## src/rtl/alsu_pipe.sv

```systemverilog
// Pipelined arithmetic/logic/shift unit: capture stage, decode/compute stage, commit stage.
// Shift and rotate resolve at commit against the live out register so back-to-back ops chain.
module alsu_pipe #(
    parameter int    WIDTH          = 8,
    parameter string INPUT_PRIORITY = "A",
    parameter string FULL_ADDER     = "ON",
    parameter int    LED_WIDTH      = 16,
    parameter int    ERR_CNT_W      = 8
) (
    input  logic                   clk,
    input  logic                   rst,
    input  logic                   in_valid,
    input  logic [WIDTH-1:0]       A,
    input  logic [WIDTH-1:0]       B,
    input  logic [2:0]             opcode,
    input  logic                   cin,
    input  logic                   serial_in,
    input  logic                   direction,
    input  logic                   red_op_A,
    input  logic                   red_op_B,
    input  logic                   bypass_A,
    input  logic                   bypass_B,
    output logic [2*WIDTH-1:0]     out,
    output logic                   out_valid,
    output logic                   invalid,
    output logic [LED_WIDTH-1:0]   leds,
    output logic [ERR_CNT_W-1:0]   err_count
);

    localparam int OW      = 2 * WIDTH;
    localparam bit PRIO_B  = (INPUT_PRIORITY == "B");
    localparam bit USE_CIN = (FULL_ADDER == "ON");

    // Handshake: in_valid qualifies every input on the edge it is sampled; there is no
    // backpressure. out_valid is a one-cycle pulse on the cycle out/invalid were updated.

    typedef enum logic [1:0] {
        K_LOAD    = 2'd0,
        K_SHIFT   = 2'd1,
        K_ROT     = 2'd2,
        K_INVALID = 2'd3
    } kind_e;

    // Stage 1 capture registers
    logic             s1_valid_q, s1_valid_d;
    logic [WIDTH-1:0] s1_a_q, s1_a_d;
    logic [WIDTH-1:0] s1_b_q, s1_b_d;
    logic [2:0]       s1_opcode_q, s1_opcode_d;
    logic             s1_cin_q, s1_cin_d;
    logic             s1_serial_q, s1_serial_d;
    logic             s1_dir_q, s1_dir_d;
    logic             s1_red_a_q, s1_red_a_d;
    logic             s1_red_b_q, s1_red_b_d;
    logic             s1_byp_a_q, s1_byp_a_d;
    logic             s1_byp_b_q, s1_byp_b_d;

    // Stage 2 decoded operation
    logic             s2_valid_q, s2_valid_d;
    kind_e            s2_kind_q, s2_kind_d;
    logic [OW-1:0]    s2_res_q, s2_res_d;
    logic             s2_dir_q, s2_dir_d;
    logic             s2_serial_q, s2_serial_d;

    // Committed outputs
    logic [OW-1:0]        out_q, out_d;
    logic                 out_valid_q, out_valid_d;
    logic                 invalid_q, invalid_d;
    logic [LED_WIDTH-1:0] leds_q, leds_d;
    logic [ERR_CNT_W-1:0] err_count_q, err_count_d;

    always_comb begin
        s1_valid_d  = in_valid;
        s1_a_d      = s1_a_q;
        s1_b_d      = s1_b_q;
        s1_opcode_d = s1_opcode_q;
        s1_cin_d    = s1_cin_q;
        s1_serial_d = s1_serial_q;
        s1_dir_d    = s1_dir_q;
        s1_red_a_d  = s1_red_a_q;
        s1_red_b_d  = s1_red_b_q;
        s1_byp_a_d  = s1_byp_a_q;
        s1_byp_b_d  = s1_byp_b_q;
        if (in_valid) begin
            s1_a_d      = A;
            s1_b_d      = B;
            s1_opcode_d = opcode;
            s1_cin_d    = cin;
            s1_serial_d = serial_in;
            s1_dir_d    = direction;
            s1_red_a_d  = red_op_A;
            s1_red_b_d  = red_op_B;
            s1_byp_a_d  = bypass_A;
            s1_byp_b_d  = bypass_B;
        end
    end

    logic             byp_any, red_any, byp_use_b, red_use_b, bad_op;
    logic [WIDTH-1:0] byp_operand, red_operand;
    logic [WIDTH:0]   sum;
    logic [OW-1:0]    prod;

    always_comb begin
        byp_any     = s1_byp_a_q | s1_byp_b_q;
        red_any     = s1_red_a_q | s1_red_b_q;
        // When both selects are set the INPUT_PRIORITY operand wins.
        byp_use_b   = s1_byp_b_q & (~s1_byp_a_q | PRIO_B);
        red_use_b   = s1_red_b_q & (~s1_red_a_q | PRIO_B);
        byp_operand = byp_use_b ? s1_b_q : s1_a_q;
        red_operand = red_use_b ? s1_b_q : s1_a_q;
        sum         = {1'b0, s1_a_q} + {1'b0, s1_b_q} + {{WIDTH{1'b0}}, (USE_CIN && s1_cin_q)};
        prod        = {{WIDTH{1'b0}}, s1_a_q} * {{WIDTH{1'b0}}, s1_b_q};
        bad_op      = (s1_opcode_q[2:1] == 2'b11) ||
                      (red_any && (s1_opcode_q >= 3'd2) && (s1_opcode_q <= 3'd5));
    end

    always_comb begin
        s2_valid_d  = s1_valid_q;
        s2_kind_d   = s2_kind_q;
        s2_res_d    = s2_res_q;
        s2_dir_d    = s2_dir_q;
        s2_serial_d = s2_serial_q;
        if (s1_valid_q) begin
            s2_dir_d    = s1_dir_q;
            s2_serial_d = s1_serial_q;
            s2_kind_d   = K_LOAD;
            s2_res_d    = '0;
            if (byp_any) begin
                s2_res_d = {{WIDTH{1'b0}}, byp_operand};
            end else if (bad_op) begin
                s2_kind_d = K_INVALID;
            end else begin
                case (s1_opcode_q)
                    3'b000: s2_res_d = red_any ? {{(OW-1){1'b0}}, &red_operand}
                                               : {{WIDTH{1'b0}}, s1_a_q & s1_b_q};
                    3'b001: s2_res_d = red_any ? {{(OW-1){1'b0}}, ^red_operand}
                                               : {{WIDTH{1'b0}}, s1_a_q ^ s1_b_q};
                    3'b010: s2_res_d = {{(WIDTH-1){1'b0}}, sum};
                    3'b011: s2_res_d = prod;
                    3'b100: s2_kind_d = K_SHIFT;
                    3'b101: s2_kind_d = K_ROT;
                    default: s2_kind_d = K_INVALID;
                endcase
            end
        end
    end

    always_comb begin
        out_d       = out_q;
        out_valid_d = 1'b0;
        invalid_d   = invalid_q;
        err_count_d = err_count_q;
        leds_d      = invalid_q ? ~leds_q : '0;
        if (s2_valid_q) begin
            out_valid_d = 1'b1;
            invalid_d   = 1'b0;
            leds_d      = '0;
            case (s2_kind_q)
                K_LOAD:  out_d = s2_res_q;
                K_SHIFT: out_d = s2_dir_q ? {out_q[OW-2:0], s2_serial_q}
                                          : {s2_serial_q, out_q[OW-1:1]};
                K_ROT:   out_d = s2_dir_q ? {out_q[OW-2:0], out_q[OW-1]}
                                          : {out_q[0], out_q[OW-1:1]};
                default: begin
                    out_d       = '0;
                    invalid_d   = 1'b1;
                    leds_d      = '1;
                    err_count_d = (err_count_q == '1) ? err_count_q
                                                      : err_count_q + ERR_CNT_W'(1);
                end
            endcase
        end
    end

    always_ff @(posedge clk) begin
        if (!rst) begin
            s1_valid_q  <= 1'b0;
            s1_a_q      <= '0;
            s1_b_q      <= '0;
            s1_opcode_q <= '0;
            s1_cin_q    <= 1'b0;
            s1_serial_q <= 1'b0;
            s1_dir_q    <= 1'b0;
            s1_red_a_q  <= 1'b0;
            s1_red_b_q  <= 1'b0;
            s1_byp_a_q  <= 1'b0;
            s1_byp_b_q  <= 1'b0;
            s2_valid_q  <= 1'b0;
            s2_kind_q   <= K_LOAD;
            s2_res_q    <= '0;
            s2_dir_q    <= 1'b0;
            s2_serial_q <= 1'b0;
            out_q       <= '0;
            out_valid_q <= 1'b0;
            invalid_q   <= 1'b0;
            leds_q      <= '0;
            err_count_q <= '0;
        end else begin
            s1_valid_q  <= s1_valid_d;
            s1_a_q      <= s1_a_d;
            s1_b_q      <= s1_b_d;
            s1_opcode_q <= s1_opcode_d;
            s1_cin_q    <= s1_cin_d;
            s1_serial_q <= s1_serial_d;
            s1_dir_q    <= s1_dir_d;
            s1_red_a_q  <= s1_red_a_d;
            s1_red_b_q  <= s1_red_b_d;
            s1_byp_a_q  <= s1_byp_a_d;
            s1_byp_b_q  <= s1_byp_b_d;
            s2_valid_q  <= s2_valid_d;
            s2_kind_q   <= s2_kind_d;
            s2_res_q    <= s2_res_d;
            s2_dir_q    <= s2_dir_d;
            s2_serial_q <= s2_serial_d;
            out_q       <= out_d;
            out_valid_q <= out_valid_d;
            invalid_q   <= invalid_d;
            leds_q      <= leds_d;
            err_count_q <= err_count_d;
        end
    end

    assign out       = out_q;
    assign out_valid = out_valid_q;
    assign invalid   = invalid_q;
    assign leds      = leds_q;
    assign err_count = err_count_q;

endmodule

```

## config.mk

```make
export PLATFORM = sky130hd
export DESIGN_NAME = alsu_pipe
export DESIGN_NICKNAME = d
export VERILOG_FILES = /design/src/rtl/alsu_pipe.sv
export SDC_FILE = /design/constraint.sdc
export NUM_CORES = 1
export LEC_CHECK = 0
export CORE_MARGIN = 2
export CORE_UTILIZATION = 61
export DETAILED_ROUTE_END_ITERATION = 16
export GPL_TIMING_DRIVEN = 0
export PLACE_DENSITY = 0.87
export SKIP_LAST_GASP = 1
export SLEW_MARGIN = 0
export SYNTH_ARGS = -nofsm -noshare
export SYNTH_HDL_FRONTEND = slang
export SYNTH_SLANG_ARGS = --single-unit
```

## constraint.sdc

```tcl
create_clock -name clk -period 10.6 [get_ports clk]
set_input_delay 2.65 -clock clk [delete_from_list [all_inputs] [get_ports clk]]
set_output_delay 2.65 -clock clk [all_outputs]
set_load 0.01 [all_outputs]
```

==> flow_summary.json, run 1 <==
{
  "synth_seq_cells": 90,
  "antenna_cells": 0,
  "max_clock_freq_ghz": 0.2126,
  "nets": 972,
  "cts_root_buf": "clkbuf_8",
  "hold_path_depth": 1,
  "drv_cap": 0,
  "coreArea_um2": 10750,
  "p_per_area_nw_per_um2": 97.50,
  "synth_top_area_share_pct": 27.11,
  "holdBufCountCts": 0,
  "finalSetupTns_ns": 0,
  "rr_endpoint": "s2_res_q[15]",
  "synth_edf_count": 0,
  "setup_viol": 0,
  "timing.final.max_slew_violations": 0,
  "synth.avg_cell_area_um2": 8.554,
  "cpLargestDelayFamily": "adder cells",
  "synth_common_cells": "nor2_1 (103), dfxtp_1 (90), inv_1 (60)",
  "crit_cells": 15,
  "path_cells": "clkbuf_1 > nand2_1 > fa_1 > fa_1 > inv_1 > fa_1 > inv_1 > fa_1 > inv_1 > ha_1 > o21ai_0 > nor2_1 > o41ai_1 > a21oi_1 > a211o_1",
  "p_leak_uw": 0.003313,
  "clk_pin_slew_ns": 0.10,
  "port_buffers": 68,
  "pwr-share-seq_pct": 48.0,
  "min_period_over_period_pct": 44.37,
  "rr_worst_depth": 15,
  "grt_max_degree": 19,
  "clock-sinks": 90,
  "drt_iter0_markers": 642,
  "hpwl_um": 13170,
  "fin_skew_ns": 0.01671,
  "cp_slowest_cell": "fa_1",
  "htreeDepth": 3,
  "grt_use_total_pct": 30.65,
  "r2r-start": "s1_a_q[0]",
  "worst_slew_pin_slew_ns": 0.8554,
  "end_kind": "flop",
  "postRouteAntennaNets": 0,
  "num_io_pins": 71,
  "ys.flop_type": "dfxtp_1",
  "ys_warn_count": 0,
  "clockBufferDepth": 2,
  "p_int_uw": 508.2,
  "cts_tree": "done",
  "path_class": "reg -> reg",
  "syn_area_um2": 6646,
  "syn_inst": 777,
  "die_height_um": 108.4,
  "power.switching_uw": 242.4,
  "antenna_found_initial": 0,
  "peakVddDrop_uv": 80.59,
  "min-delay-start": "leds[0]",
  "start_util_pct": 61.85,
  "vias": 5916,
  "yosysMostFrequentCell": "nor2_1",
  "rsz0062_at_grt": "false",
  "area_growth_pct": 15.81,
  "maxSlewHeadroom_pct": 42.97,
  "fin_util_pct": 71.63,
  "fill_cells": 862,
  "grt_first_pass_wirelength_um": 28380,
  "syn_nets": 893,
  "place.gp.congestion": 0.9659,
  "die_area_um2": 11750,
  "drt-total-wl_um": 17310,
  "cp_max_fo": 10,
  "drc": 0,
  "swShare_pct": 32.29,
  "status": "finished clean",
  "yosysTopAreaCell": "dfxtp_1",
  "synth.area.top_cells": "dfxtp_1 (27%), fa_1 (11%), ha_1 (9.2%)",
  "via_per_inst": 5.910,
  "start_kind": "flop",
  "cp.arrival_ns": 4.96,
  "rrSetupSlack_ns": 5.90,
  "synth_cell_types": 58,
  "ys_async_sr_fraction_pct": 0,
  "numCtsBuffers": 9,
  "rows": 38,
  "worstSetupStartpoint": "s1_a_q[0]",
  "hold_end": "leds[0]",
  "seq_area_frac_synth_pct": 27.11,
  "cts_resized": 0,
  "wl_per_cell_um": 17.29,
  "p_comb_share_pct": 20.7,
  "overflow": 0,
  "min_period_ns": 4.703,
  "grt_pass1_vias": 5968,
  "layout-drive-gt1-share_pct": 5.343,
  "clkPwrFrac_pct": 31.2,
  "worst_hold_path_type": "reg -> reg",
  "finalHoldViolCount": 0,
  "dr.pass1.iters": 5,
  "die_w_um": 108.4,
  "cts_setup_buffers": 0,
  "slowest_delay_ns": 0.54,
  "cp.buffers_inverters": 4,
  "clkLatencyLatePin_ns": 0.37,
  "cp.required_ns": 10.86,
  "path_common_cell": "fa_1"
}
-- routing by layer --
layer / part of all wire, % / vias to the layer above / global-route usage (%)
li1: - / 2804 / -
met1: 41 / 2772 / 38.52
met2: 49 / 281 / 53.01
met3: 6.7 / 59 / 5.304
met4: 3.2 / 0 / 10.90
met5: 0 / - / 0
-- final cells by class --
class / count / area [um^2] / share of cell area, %
multi-input cells: 575 / 4415 / 57.36
flip-flops and latches: 90 / 1802 / 23.41
repair buffers: 68 / 680.7 / 8.843
inverters: 62 / 232.7 / 3.023
plain buffers: 50 / 196.4 / 2.552
well taps: 140 / 175.2 / 2.276
clock buffers: 9 / 123.9 / 1.609
clock inverters: 7 / 71.32 / 0.9265
-- kinds of logic after synthesis --
logic type / share of synthesized area [%]
simple gates: 19.03
compound gates: 13.95
buf+inv: 6.457
flops: 27.11
fa+ha+maj: 20.67
mux: 10.02
xor+xnor: 2.767
-- layout by cell type (no fill, tap or decap), drive strengths merged, types with 3 or more instances in the layout --
master	n
nand2b	3
clkbuf	54
mux2i	38
nand2	56
a221oi	3
ha	49
a31oi	5
nand4	5
a21oi	40
o21bai	3
or3	18
fa	38
a311oi	14
and2	51
buf	5
clkinv	3
nor3	3
xor2	10
a211o	3
a21o	3
dfxtp	90
and3	5
a211oi	10
clkdlybuf4s50	68
o21a	6
o21ai	31
nand3	7
o211ai	5
and4	3
mux2	23
nor2	103
xnor2	11
inv	64
o22ai	6
-- per-stage QoR --
step	total power (uW)	instances	instance area [um^2]	hold WS, ns	worst slack (ns)
3_5_place_dp	520.4	985	7502	0.4290	5.937
2_1_floorplan	468.4	777	6646	0.4257	6.423
5_1_grt	781.1	1001	7697	0.4677	5.665
4_1_cts	749.6	1001	7697	0.4440	5.896
3_3_place_gp	513.5	985	7502	0.4187	5.992
6_report	750.5	1001	7697	0.4413	5.897
-- worst max path at each step --
| stage | slack, ns | to |
|---|---|---|
| 3_3_place_gp | 5.99 | s2_res_q[15] |
| 5_1_grt | 5.67 | s2_res_q[13] |
| 2_1_floorplan | 6.42 | s2_res_q[15] |
| 6_report | 5.90 | s2_res_q[15] |
| 3_5_place_dp | 5.94 | s2_res_q[15] |
| 4_1_cts | 5.90 | s2_res_q[15] |
-- sequential cells by signal, indices dropped and copies added (netlist names), 2 cells and up --
| name | cells |
|---|---|
| err_count | 8 |
| leds | 16 |
| out | 16 |
| s1_a_q | 8 |
| s1_b_q | 8 |
| s1_opcode_q | 3 |
| s2_kind_q | 2 |
| s2_res_q | 16 |
-- worst register-to-register path, stage by stage, from the launching register on --
cell and delay, ns:
dfxtp_1 0.40, clkbuf_1 0.41, nand2_1 0.16, fa_1 0.53, fa_1 0.54, inv_1 0.05, fa_1 0.53, inv_1 0.06
fa_1 0.53, inv_1 0.04, ha_1 0.34, o21ai_0 0.17, nor2_1 0.09, o41ai_1 0.35, a21oi_1 0.12, a211o_1 0.27
-- power by group through the flow --
stage,clock (uW),sequential (uW),combinational (uW)
2_1_floorplan,0,366,103
3_3_place_gp,0,367,147
3_5_place_dp,0,368,153
4_1_cts,236,360,154
5_1_grt,248,362,171
6_report,234,361,156
Note: power is estimated with default switching activity, not from simulation.
==> run 2, diff against run 1 <==
CORE_UTILIZATION = 58   (was 61)
PLACE_DENSITY = 0.84   (was 0.87)
clock period = 4.4 ns   (was 10.6 ns; I/O delays follow)
==> run 2 against run 1 <==
  * First-iteration DRC count decreased by 5.1%
  * Sequential share of layout area down 0.64 points
  * Highest routed layer unchanged
  * Flip-flop and latch count did not move
  * Largest power group unchanged
  * Count of clock-buffer cells in the layout unchanged
  * Non-clock buffer count did not move
  * Critical path type unchanged
  * Worst hold slack got worse by 0.0051 ns
  * Largest cell class unchanged
==> flow_summary.json, run 2 (synthesized netlist as in run 1, its figures left out) <==
{
  "grt_pass1_vias": 5774,
  "die_height_um": 111.0,
  "post-place-ws_ns": -0.2975,
  "clkLatencyLatePin_ns": 0.35,
  "grt_use_total_pct": 27.76,
  "finalInstanceArea_um2": 7926,
  "layout-drive-gt1-share_pct": 8.479,
  "port_buffers": 68,
  "num_io_pins": 71,
  "numCtsBuffers": 9,
  "max_clock_freq_ghz": 0.2340,
  "cp_max_fo": 10,
  "timing.final.max_slew_violations": 0,
  "via_per_inst": 5.897,
  "finalSetupTns_ns": 0,
  "clk_pin_slew_ns": 0.07,
  "maxSlewHeadroom_pct": 42.49,
  "worst_slew_pin_slew_ns": 0.8627,
  "min_period_ns": 4.274,
  "coreArea_um2": 11320,
  "layout_commonest_cell": "nor2_1",
  "area_growth_pct": 19.26,
  "clock-sinks": 90,
  "antenna_found_initial": 0,
  "post_dp_cell_area_um2": 7506,
  "overflow": 0,
  "end_kind": "flop",
  "p_leak_uw": 0.003436,
  "cts_tree": "done",
  "fin_util_pct": 70.02,
  "p_per_area_nw_per_um2": 256.4,
  "antenna_cells": 0,
  "worst_hold_path_type": "reg -> reg",
  "fill_cells": 892,
  "die_area_um2": 12330,
  "cp.required_ns": 4.64,
  "wl_per_cell_um": 17.03,
  "hpwl_um": 12860,
  "start_kind": "flop",
  "drv_cap": 0,
  "min_period_over_period_pct": 97.13,
  "drt_iter0_markers": 609,
  "finalHoldViolCount": 0,
  "clockBufferDepth": 2,
  "fin_skew_ns": 0.007855,
  "fin_ws_ns": 0.1262,
  "status": "finished clean",
  "nets": 972,
  "final_cell_mix": "nor2_1 (103), dfxtp_1 (88), clkdlybuf4s50_1 (68)",
  "start_util_pct": 58.71,
  "setup_viol": 0,
  "drc": 0,
  "htreeDepth": 3,
  "holdBufCountCts": 0,
  "grt_first_pass_wirelength_um": 27860,
  "place.gp.congestion": 0.9297,
  "cp.arrival_ns": 4.51,
  "cts_root_buf": "clkbuf_16",
  "path_class": "reg -> reg",
  "grt_max_degree": 20,
  "hold_ws_ns": 0.4362,
  "die_w_um": 111.0,
  "dr.pass1.iters": 5,
  "rows": 39,
  "drt-total-wl_um": 17100,
  "postRouteAntennaNets": 0,
  "peakVddDrop_uv": 245.9,
  "vias": 5921
}
==> run 2: cell count changes in the layout (fill, tap and decap cells not counted), sizes merged <==
cell / delta
clkinv: -1
buf: +8
inv: +3
clkinvlp: -2
clkbuf: -8
==> run 2: metrics by stage <==
step,std cells,total power [uW]
6_report,1004,2032
5_1_grt,1004,2109
3_3_place_gp,988,1237
2_1_floorplan,777,1128
3_5_place_dp,988,1250
4_1_cts,1004,2019
==> run 2: cell type report <==
type	count	area (um^2)	share of cell area, %
buffer	49	246.5	3.110
clock buffer	9	225.2	2.841
clock inverter	7	76.32	0.9629
inverter	62	232.7	2.936
multi-input combinational	575	4474	56.45
sequential	90	1804	22.76
tap	143	178.9	2.257
timing repair buffer	69	688.2	8.682
==> run 2: power breakdown <==
part	total [uW]	switching, uW	leakage [uW]	internal [uW]
registers	868	25.3	0.000735	843
logic	386	218	0.00255	169
clock network	778	370	0.000150	408
==> run 2: worst max-delay path, cell delays in order, from the launching register on <==
cell	delay, ns
dfxtp_1	0.32
clkbuf_4	0.20
and2_1	0.18
fa_1	0.45
fa_1	0.55
inv_1	0.05
fa_1	0.46
fa_1	0.54
inv_1	0.05
ha_2	0.23
a211oi_4	0.28
nor2_1	0.10
o41ai_2	0.36
a21oi_1	0.11
a211o_1	0.27
==> run 2: routing by layer <==
metal	vias up	track usage [%]	share of wire, %
li1	2806	-	-
met1	2825	35.62	43
met2	242	47.40	48
met3	48	5.413	5.7
met4	0	8.889	2.5
met5	-	0	0
==> run 2: worst paths after layout <==
check / startpoint / end / slack, ns / depth (start not counted)
max reg2reg: s1_b_q[4] / s2_res_q[15] / 0.13 / 14
min: leds[10] / leds[10] / 0.44 / 1
max: s1_b_q[4] / s2_res_q[15] / 0.13 / 14
min reg2reg: leds[10] / leds[10] / 0.44 / 1
==> run 2: what timing repair did <==
item                       CTS  global route
setup endpoints to repair    7             7
pin swaps                    0             5
resized for setup           18            42
setup buffers                0             1
